**src/rtl/pp_gen_seq_if.sv**
```systemverilog
// rtl/pp_gen_seq_if.sv - operand/row handshake bundle for the partial-product generator
interface pp_gen_seq_if;
    logic       in_valid;
    logic       in_ready;
    logic [3:0] a;
    logic [3:0] b;
    logic       out_valid;
    logic       out_ready;
    logic [3:0] pp0;
    logic [3:0] pp1;
    logic [3:0] pp2;
    logic [3:0] pp3;

    modport master (
        output in_valid, a, b, out_ready,
        input  in_ready, out_valid, pp0, pp1, pp2, pp3
    );

    modport slave (
        input  in_valid, a, b, out_ready,
        output in_ready, out_valid, pp0, pp1, pp2, pp3
    );
endinterface

```
**src/rtl/pp_gen_seq.sv**
```systemverilog
// rtl/pp_gen_seq.sv - sequential 4x4 signed partial-product row generator, one row per cycle
module pp_gen_seq (
    input  logic         clk,
    input  logic         rst,
    pp_gen_seq_if.slave  bus
);

    typedef enum logic [1:0] {
        ST_IDLE = 2'd0,
        ST_GEN  = 2'd1,
        ST_HOLD = 2'd2
    } state_t;

    state_t     r_state;
    state_t     w_state_nxt;
    logic [1:0] r_cnt;
    logic [3:0] r_a_q;
    logic [3:0] r_b_q;
    logic [3:0] r_pp0;
    logic [3:0] r_pp1;
    logic [3:0] r_pp2;
    logic [3:0] r_pp3;

    logic       w_in_ready;
    logic       w_out_valid;
    logic       w_gen;
    logic       w_accept;
    logic       w_last_row;
    logic [3:0] w_row;

    assign w_accept   = w_in_ready && bus.in_valid;
    assign w_last_row = (r_cnt == 2'd3);
    // pp3 stays uninverted; the reduction stage owns the sign correction.
    assign w_row      = r_a_q & {4{r_b_q[r_cnt]}};

    always_ff @(posedge clk) begin
        if (rst) begin
            r_state <= ST_IDLE;
        end else begin
            r_state <= w_state_nxt;
        end
    end

    always_comb begin
        w_state_nxt = r_state;
        unique case (r_state)
            ST_IDLE: if (w_accept)      w_state_nxt = ST_GEN;
            ST_GEN:  if (w_last_row)    w_state_nxt = ST_HOLD;
            ST_HOLD: if (bus.out_ready) w_state_nxt = ST_IDLE;
            default:                    w_state_nxt = ST_IDLE;
        endcase
    end

    always_comb begin
        w_in_ready  = 1'b0;
        w_out_valid = 1'b0;
        w_gen       = 1'b0;
        unique case (r_state)
            ST_IDLE: w_in_ready  = !rst;
            ST_GEN:  w_gen       = 1'b1;
            ST_HOLD: w_out_valid = 1'b1;
            default: w_in_ready  = 1'b0;
        endcase
    end

    // Rows are only touched on accept and during GEN, so they survive HOLD and IDLE.
    always_ff @(posedge clk) begin
        if (rst) begin
            r_cnt <= 2'd0;
            r_a_q <= 4'd0;
            r_b_q <= 4'd0;
            r_pp0 <= 4'd0;
            r_pp1 <= 4'd0;
            r_pp2 <= 4'd0;
            r_pp3 <= 4'd0;
        end else if (w_accept) begin
            r_cnt <= 2'd0;
            r_a_q <= bus.a;
            r_b_q <= bus.b;
            r_pp0 <= 4'd0;
            r_pp1 <= 4'd0;
            r_pp2 <= 4'd0;
            r_pp3 <= 4'd0;
        end else if (w_gen) begin
            unique case (r_cnt)
                2'd0: r_pp0 <= w_row;
                2'd1: r_pp1 <= w_row;
                2'd2: r_pp2 <= w_row;
                2'd3: r_pp3 <= w_row;
                default: r_pp0 <= w_row;
            endcase
            r_cnt <= r_cnt + 2'd1;
        end
    end

    assign bus.in_ready  = w_in_ready;
    assign bus.out_valid = w_out_valid;
    assign bus.pp0       = r_pp0;
    assign bus.pp1       = r_pp1;
    assign bus.pp2       = r_pp2;
    assign bus.pp3       = r_pp3;

endmodule

```
**src/flat_wrapper.sv**
```systemverilog
// flat-port wrapper written by rule: the top's interface ports become plain ports
module pp_gen_seq_flat 
  (clk, rst, bus_in_valid, bus_a, bus_b, bus_out_ready, bus_in_ready, bus_out_valid, bus_pp0, bus_pp1, bus_pp2, bus_pp3);
  pp_gen_seq_if bus_i ();
  input  logic clk;
  input  logic rst;
  input wire logic [$bits(bus_i.in_valid)-1:0] bus_in_valid;
  input wire logic [$bits(bus_i.a)-1:0] bus_a;
  input wire logic [$bits(bus_i.b)-1:0] bus_b;
  input wire logic [$bits(bus_i.out_ready)-1:0] bus_out_ready;
  output wire logic [$bits(bus_i.in_ready)-1:0] bus_in_ready;
  output wire logic [$bits(bus_i.out_valid)-1:0] bus_out_valid;
  output wire logic [$bits(bus_i.pp0)-1:0] bus_pp0;
  output wire logic [$bits(bus_i.pp1)-1:0] bus_pp1;
  output wire logic [$bits(bus_i.pp2)-1:0] bus_pp2;
  output wire logic [$bits(bus_i.pp3)-1:0] bus_pp3;
  assign bus_i.in_valid = bus_in_valid;
  assign bus_i.a = bus_a;
  assign bus_i.b = bus_b;
  assign bus_i.out_ready = bus_out_ready;
  assign bus_in_ready = bus_i.in_ready;
  assign bus_out_valid = bus_i.out_valid;
  assign bus_pp0 = bus_i.pp0;
  assign bus_pp1 = bus_i.pp1;
  assign bus_pp2 = bus_i.pp2;
  assign bus_pp3 = bus_i.pp3;
  pp_gen_seq u_core (.clk(clk), .rst(rst), .bus(bus_i));
endmodule
```
**config.mk**
```make
export PLATFORM = sky130hd
export DESIGN_NAME = pp_gen_seq_flat
export DESIGN_NICKNAME = d
export VERILOG_FILES = /design/src/rtl/pp_gen_seq_if.sv /design/src/rtl/pp_gen_seq.sv /design/src/flat_wrapper.sv
export SDC_FILE = /design/constraint.sdc
export NUM_CORES = 1
export LEC_CHECK = 0
export ABC_AREA = 1
export CORE_MARGIN = 4
export CORE_UTILIZATION = 46
export DETAILED_ROUTE_END_ITERATION = 8
export GPL_TIMING_DRIVEN = 0
export PLACE_DENSITY = 0.77
export SYNTH_ARGS = -nofsm -noshare
export SYNTH_HDL_FRONTEND = slang
export SYNTH_SLANG_ARGS = --single-unit
export TNS_END_PERCENT = 30
```
**constraint.sdc**
```tcl
create_clock -name clk -period 1.2 [get_ports clk]
set_input_delay 0.12 -clock clk [delete_from_list [all_inputs] [get_ports clk]]
set_output_delay 0.12 -clock clk [all_outputs]
set_load 0.03 [all_outputs]
```
Yosys cells after proc, flatten, opt, wreduce, memory -nomap -nowiden:

Cells that the tools add are included.

* register bits after elaboration: 28
* input port bits: 12
* word-level logic and storage cells: 38

* $add $sub $neg: 1
* order comparisons: 1
* equal/unequal tests: 8
* mux-type cells: 9
* bitwise operators: 1
* reduce and logical (&&, ||, !) cells: 10

Operators with widths (number)
* 2-bit AND reduction: 4
* 2-bit == test, second input constant: 3
* 2-bit two-way mux: 3
* 2-bit one-hot mux with 3 select lines: 1
* 4-bit AND: 1
* 2-bit by 1-bit == test with 1-bit output, second input constant: 2
* 2-bit logical NOT: 2
* 1-bit two-way mux: 4
* 2-bit by 1-bit inequality test with 1-bit output, second input constant: 2
* 2-bit by 3-bit < comparator with 1-bit output, second input constant: 1
* 3-bit AND reduction: 1
* 2-bit by 1-bit adder with 2-bit output, second input constant: 1
* 1-bit binary-select mux with 2-bit select: 1
* 2-bit inequality test, second input constant: 1
* 2-bit OR reduction: 1
* 1-bit logical AND: 1
* 1-bit logical NOT: 1

Longest topological paths before layout:

Gate-level depths: netlist (run 1).

* word-level depth: 5
* mapped depth: 7
* gate-level depth less buffers: 7

Worst setup path after synthesis (run 1):

No wires, ideal clock.

* path kind: flip-flop to flip-flop
* start point: register u_core.r_state[0]
* end point: register u_core.r_a_q[0]
* setup time: 0.070 ns
* arrival time: 1.267 ns
* required time: 1.130 ns
* path slack: -0.137 ns
* stages on the path, launching flop included: 4
* buffers on the path: 0
* cell sequence: dfxtp_1 > nor3_2 > nand3_1 > a21oi_1

* cells in the longest elaborated chain, start to end: 3

RTL lines
* from (decl): RTL line pp_gen_seq.sv:14 `state_t r_state;`
* from (signal assigned): RTL line pp_gen_seq.sv:40 `r_state <= w_state_nxt;`
* 2-bit logical NOT: RTL line pp_gen_seq.sv:58 `unique case (r_state)`
* 1-bit two-way mux: RTL line pp_gen_seq.sv:58
* named net bus_in_ready: RTL line flat_wrapper.sv:11 `output wire logic [$bits(bus_i.in_ready)-1:0] bus_in_ready;`
* 1-bit logical AND: RTL line pp_gen_seq.sv:31 `assign w_accept = w_in_ready && bus.in_valid;`
* to (signal assigned): RTL line pp_gen_seq.sv:78 `r_a_q <= bus.a;`
* to (decl): RTL line pp_gen_seq.sv:17 `logic [3:0] r_a_q;`

The timed path passes the listed nets, and every way through them passes these cells.
A chain may end at the register's enable or synchronous reset.

Worst setup path after layout (run 1):

* start point: register u_core.r_state[0]
* end point: output bus_in_ready

* cells in the longest elaborated chain, start to end: 2

RTL lines (RTL line)
* 2-bit logical NOT: pp_gen_seq.sv:58
* 1-bit two-way mux: pp_gen_seq.sv:58
* to (decl): flat_wrapper.sv:11

Every way passes these cells.

==> flow_summary.ini, run 1 <==
[status]
status = finished, violations left
violations = negative setup slack

[floorplan]
start_util_pct = 49.1
rows = 17
design.die.area_um2 = 3230
io_pins = 30
core_um2 = 2230
die_height_um = 56.8
die_x_um = 56.8

[setup_path]
worstSetupPathType = flop to primary output
critPathSlowestCell = dfxtp_4
start_kind = flop
worst-path-buf-inv = 1
cp-end-kind = primary output
critPathMaxFanout = 5
slowest_delay_ns = 0.41
path_delay_family = flip-flops
cp.arrival_ns = 1.08
crit_chain = nor3_4, buf_6
worst_ep_required_time_ns = 1.08

[logic_synthesis]
syn_inst = 131
synth_edf_count = 0
ys.flop_type = dfxtp_1
syn_avg_cell_area_um2 = 8.38
synth_top_area_share_pct = 51.1
synth_fp_nets = 147
synthTopCellsByCount = dfxtp_1 (28), a21oi_1 (25), nand2_1 (16), o21ai_0 (16), nand3_1 (15)
ys_async_sr_fraction_pct = 0
ys_types = 16
yosysTopAreaCell = dfxtp_1
synth.cell_area_um2 = 1100
synth_area_leaders = dfxtp_1 (51%), a21oi_1 (11%), o21ai_0 (7.3%)
yosysMostFrequentCell = dfxtp_1
ys_warn_count = 0
yosysSeqAreaShare_pct = 51.1
ys_ff_latch = 28

[clock_tree]
root_buffer = clkbuf_4
clk_pin_slew_ns = 0.15
cts_buffers = 3
cts_tree = yes
cts_sinks = 28
clockBufferDepth = 2
clk_latency_ns = 0.33
cts_max_level = 1

[global_route]
grt_max_degree = 17
antenna_found_initial = 0
grt_first_pass_wirelength_mm = 4.37
grt_pass1_vias = 994
track_usage_pct = 16.9
overflow = 0

[routing]
postRouteAntennaNets = 0
drc = 0
vias = 1018
firstDrtPassIters = 4
drt-total-wl_mm = 2.66
detail_route.wl_per_cell_um = 13.7
drt-vias-per-instance = 5.25
drtIter0Drc = 12

[finish]
fill_cells = 199
area_growth_pct = 35.6
regArea_um2 = 573
multi_input_comb_area_um2 = 538
fin_nets = 183
antenna_cells = 0
drive_gt1_share_pct = 27.7

[sta]
fmax_ghz = 0.831
fin_ws_ns = -0.00318
finalCritPeriodShare_pct = 100
hold_ws_ns = 0.156
setup_viol = 1
period_needed_ns = 1.20
hold_violations = 0
tightest_slew_ns = 0.238
rsz0062_at_grt = yes
drv_slew = 0
relSlewSlack_pct = 84.1
skew_ns = 0.00456

[power_and_ir_drop]
ir_drop_uv = 696
leakage_nw = 0.605
power_density_nw_per_um2 = 1200
finalPower_w = 0.00179

[placement]
post-dp-hpwl_mm = 1.84
portBuffers = 28
routabilityCongestion = 0.798

[min_path]
worstHoldPathType = input port to flop

[run]
cap_violations = 0
## layout by cell type (no fill, tap or decap)
cell	instances
a21oi_1	25
dfxtp_1	24
clkbuf_2	16
nand2_1	15
nand3_1	13
clkdlybuf4s50_1	10
o21ai_0	9
o21ai_1	8
inv_1	7
nor2_4	4
buf_4	4
ha_1	4
buf_6	3
clkbuf_4	3
dfxtp_4	3
inv_2	2
nor2_2	2
o21a_1	2
nor2_1	2
inv_4	1
nor3_4	1
nand2_4	1
buf_2	1
a21oi_4	1
nand3_2	1
nand3_4	1
nor3_1	1
bufinv_16	1
dfxtp_2	1
## where the power goes
| group | switching (W) | internal [W] |
|---|---|---|
| Combinational | 0.000116 | 0.0000907 |
| Sequential | 0.0000220 | 0.000950 |
| Clock | 0.000276 | 0.000338 |
## layout make-up
type	instances	area share, %
tap	28	2.35
clock inverter	1	2.02
sequential	28	38.5
timing repair buffer	31	15.1
clock buffer	3	1.51
buffer	3	1.60
multi-input combinational	90	36.2
inverter	10	2.69
## metrics by stage
step | setup WS [ns] | TNS [ns] | cells | cell area (um2) | utilization, %
finish | -0.00318 | -0.00318 | 194 | 1490 | 66.6
global route | -0.0399 | -0.257 | 194 | 1490 | 66.6
CTS | -0.0738 | -0.751 | 192 | 1500 | 67.2
detailed placement | -0.622 | -6.53 | 187 | 1420 | 63.5
global placement | -0.600 | -5.67 | 187 | 1420 | 63.5
floorplan | 0.0634 | 0 | 131 | 1100 | -
## registers in the layout, indices dropped and copies added (netlist names)
signal / count
u_core.bus.pp2: 4
u_core.r_b_q: 4
u_core.bus.pp3: 4
u_core.r_state: 2
u_core.r_a_q: 4
u_core.bus.pp1: 4
u_core.bus.pp0: 4
u_core.r_cnt: 2
## worst reg2reg max path: stages, from the launching register on
cell	delay, ns
dfxtp_4	0.40
inv_4	0.07
ha_1	0.15
inv_1	0.06
nor2_4	0.18
buf_4	0.14
a21oi_1	0.05
## path summary, 6_finish.rpt
path                                         from  slack (ns)  cells past startpoint           endpoint
worst max-delay path            u_core.r_state[0]      -0.003                      2       bus_in_ready
worst min-delay path                 bus_in_valid        0.16                      3    u_core.r_a_q[2]
worst max register to register    u_core.r_cnt[0]        0.06                      6  u_core.bus.pp0[2]
worst min register to register    u_core.r_a_q[3]        0.48                      2    u_core.r_a_q[3]
## repair_timing
action                     in CTS  in global routing
setup endpoints to repair      46                 45
gates resized for setup        50                 44
hold buffers                    0                  0
pin swaps                       1                  7
buffers inserted                1                  2
## metal layers
| metal | share of wire (%) | global-route usage [%] | up-vias |
|---|---|---|---|
| met5 | 0 | 0 | - |
| met4 | 1.5 | 5.96 | 0 |
| met3 | 3.5 | 2.07 | 6 |
| met2 | 50 | 32.0 | 27 |
| met1 | 45 | 19.1 | 462 |
| li1 | - | - | 523 |
## cells by family (layout without fill, tap and decap cells)
kind of cell / after synthesis / count (layout) / share of synthesized area [%]
AOI/OAI and AO/OA: 45 / 45 / 22.0
and+or+nand+nor: 41 / 41 / 17.3
DFF: 28 / 28 / 51.1
buffers and inverters: 13 / 48 / 5.02
adders and majority gates: 4 / 4 / 4.56
No activity file was read; power rests on OpenSTA's default activity.
==> run 2: changes to the inputs <==
Settings changed: CORE_MARGIN 4 to unset.
==> flow_summary.ini, run 2 (same netlist as run 1, synthesis figures left out) <==
[status]
status = finished, violations left
violations = negative setup slack

[finish]
final_core_util_pct = 67.7
drive_gt1_share_pct = 27.5
layout_common_cells = a21oi_1 (25), dfxtp_1 (24), nand2_1 (15), o21ai_0 (13), clkbuf_2 (13)
regArea_um2 = 573
fin_nets = 184
fill_cells = 188
layout_commonest_cell = a21oi_1
area_growth_pct = 37.7
antenna_cells = 0
instances_no_fill = 195
multi_input_comb_area_um2 = 543

[power_and_ir_drop]
leakage_nw = 0.611
ir_drop_uv = 855
p_seq_share_pct = 54.3
power_switching_w = 0.000413
intPower_w = 0.00138
pwr-share-comb_pct = 11.4
sw_frac_of_total_pct = 23.1
p_clk_share_pct = 34.3
power_density_nw_per_um2 = 1180

[sta]
setup-tns-final_ns = -0.00143
period_needed_ns = 1.20
hold_violations = 0
drv_slew = 0
fmax_ghz = 0.832
relSlewSlack_pct = 79.6
finalCritPeriodShare_pct = 100
fin_ws_ns = -0.00143
skew_ns = 0.00168
tightest_slew_ns = 0.307
setup_viol = 1
rsz0062_at_grt = yes

[floorplan]
core_um2 = 2230
die_x_um = 50.8
rows = 17
io_pins = 30
design.die.area_um2 = 2580
die_height_um = 50.8
start_util_pct = 49.1

[clock_tree]
clockBufferDepth = 2
cts_max_level = 1
cts_sinks = 28
root_buffer = clkbuf_4
clk_pin_slew_ns = 0.15
cts_buffers = 3
clk_latency_ns = 0.33
cts_tree = yes

[routing]
postRouteAntennaNets = 0
firstDrtPassIters = 4
vias = 1022
drtIter0Drc = 15
drt-total-wl_mm = 2.58
drt-vias-per-instance = 5.24
drc = 0
detail_route.wl_per_cell_um = 13.2

[placement]
routabilityCongestion = 0.747
place_ws_ns = -0.603
post-dp-hpwl_mm = 1.70
dp.cells = 187
portBuffers = 28

[setup_path]
slowest_delay_ns = 0.40
r2r_end = u_core.bus.pp3[1]
cp-startpoint = u_core.r_state[0]
crit_chain = nor3_4, buf_6
path_delay_family = flip-flops
worst_ep_required_time_ns = 1.08
start_kind = flop
cp-end-kind = primary output
worstSetupPathType = flop to primary output
cp-endpoint = bus_in_ready
reg2regPathDepth = 5
critPathSlowestCell = dfxtp_4
cp.arrival_ns = 1.08
worst-path-buf-inv = 1
r2r_start = u_core.r_state[1]
crit_cells = 2
reg2reg_slack_ns = 0.04
critPathMaxFanout = 5

[global_route]
grt_first_pass_wirelength_mm = 3.98
grt_max_degree = 17
overflow = 0
track_usage_pct = 20.5
grt_pass1_vias = 923
antenna_found_initial = 0

[run]
cap_violations = 0

[min_path]
worstHoldPathType = input port to flop
==> run 2: metrics by stage <==
step / total power [W] / instance area [um2] / hold slack (ns)
after floorplan: 0.00109 / 1100 / 0.280
after global placement: 0.00117 / 1420 / 0.453
after detailed placement: 0.00117 / 1420 / 0.457
after CTS: 0.00178 / 1470 / 0.142
after global routing: 0.00185 / 1510 / 0.151
final: 0.00179 / 1510 / 0.143
==> run 2: how the worst min path moves through the flow <==
stage	startpoint	end	slack [ns]	cells past startpoint
after floorplan	bus_a[0]	u_core.r_a_q[0]	0.28	2
after global placement	u_core.r_b_q[3]	u_core.r_b_q[3]	0.45	2
after detailed placement	u_core.r_a_q[1]	u_core.r_a_q[1]	0.46	2
after CTS	bus_in_valid	u_core.r_a_q[3]	0.14	3
after global routing	bus_in_valid	u_core.r_a_q[2]	0.15	3
final	bus_in_valid	u_core.r_a_q[0]	0.14	3
==> run 2: area by class of cell <==
cell class / count / area share (%)
well taps: 28 / 2.32
repair buffers: 32 / 16.1
clock buffers: 3 / 1.49
flip-flops and latches: 28 / 37.9
inverters: 10 / 2.65
clock inverters: 1 / 1.99
plain buffers: 3 / 1.57
multi-input cells: 90 / 35.9
==> run 2: what timing repair did <==
item | in CTS | in global routing
endpoints found under the setup margin | 46 | 46
pin swaps | 1 | 5
setup buffers | 1 | 3
gates resized for setup | 37 | 51
hold buffers | 0 | 0
==> run 2: per-layer routing <==
layer  track usage, %  part of all wire [%]  up-vias  wire, um
li1                 -                     -      524         -
met4             6.94                   1.1        0        28
met5                0                     0        -         0
met1             25.3                    44      466      1140
met3             2.98                   4.3        4       111
met2             36.2                    51       28      1300
==> run 2: power groups by stage <==
stage	clock network [W]	logic [W]	registers (W)
2_1_floorplan	0	0.0000924	0.00100
3_3_place_gp	0	0.000175	0.000990
3_5_place_dp	0	0.000180	0.000991
4_1_cts	0.000622	0.000181	0.000972
5_1_grt	0.000649	0.000220	0.000976
6_report	0.000615	0.000204	0.000972
==> run 2: tightest hold or removal path: stages <==
cell	delay, ns
buf_2	0.17
nand3_1	0.10
a21oi_1	0.05
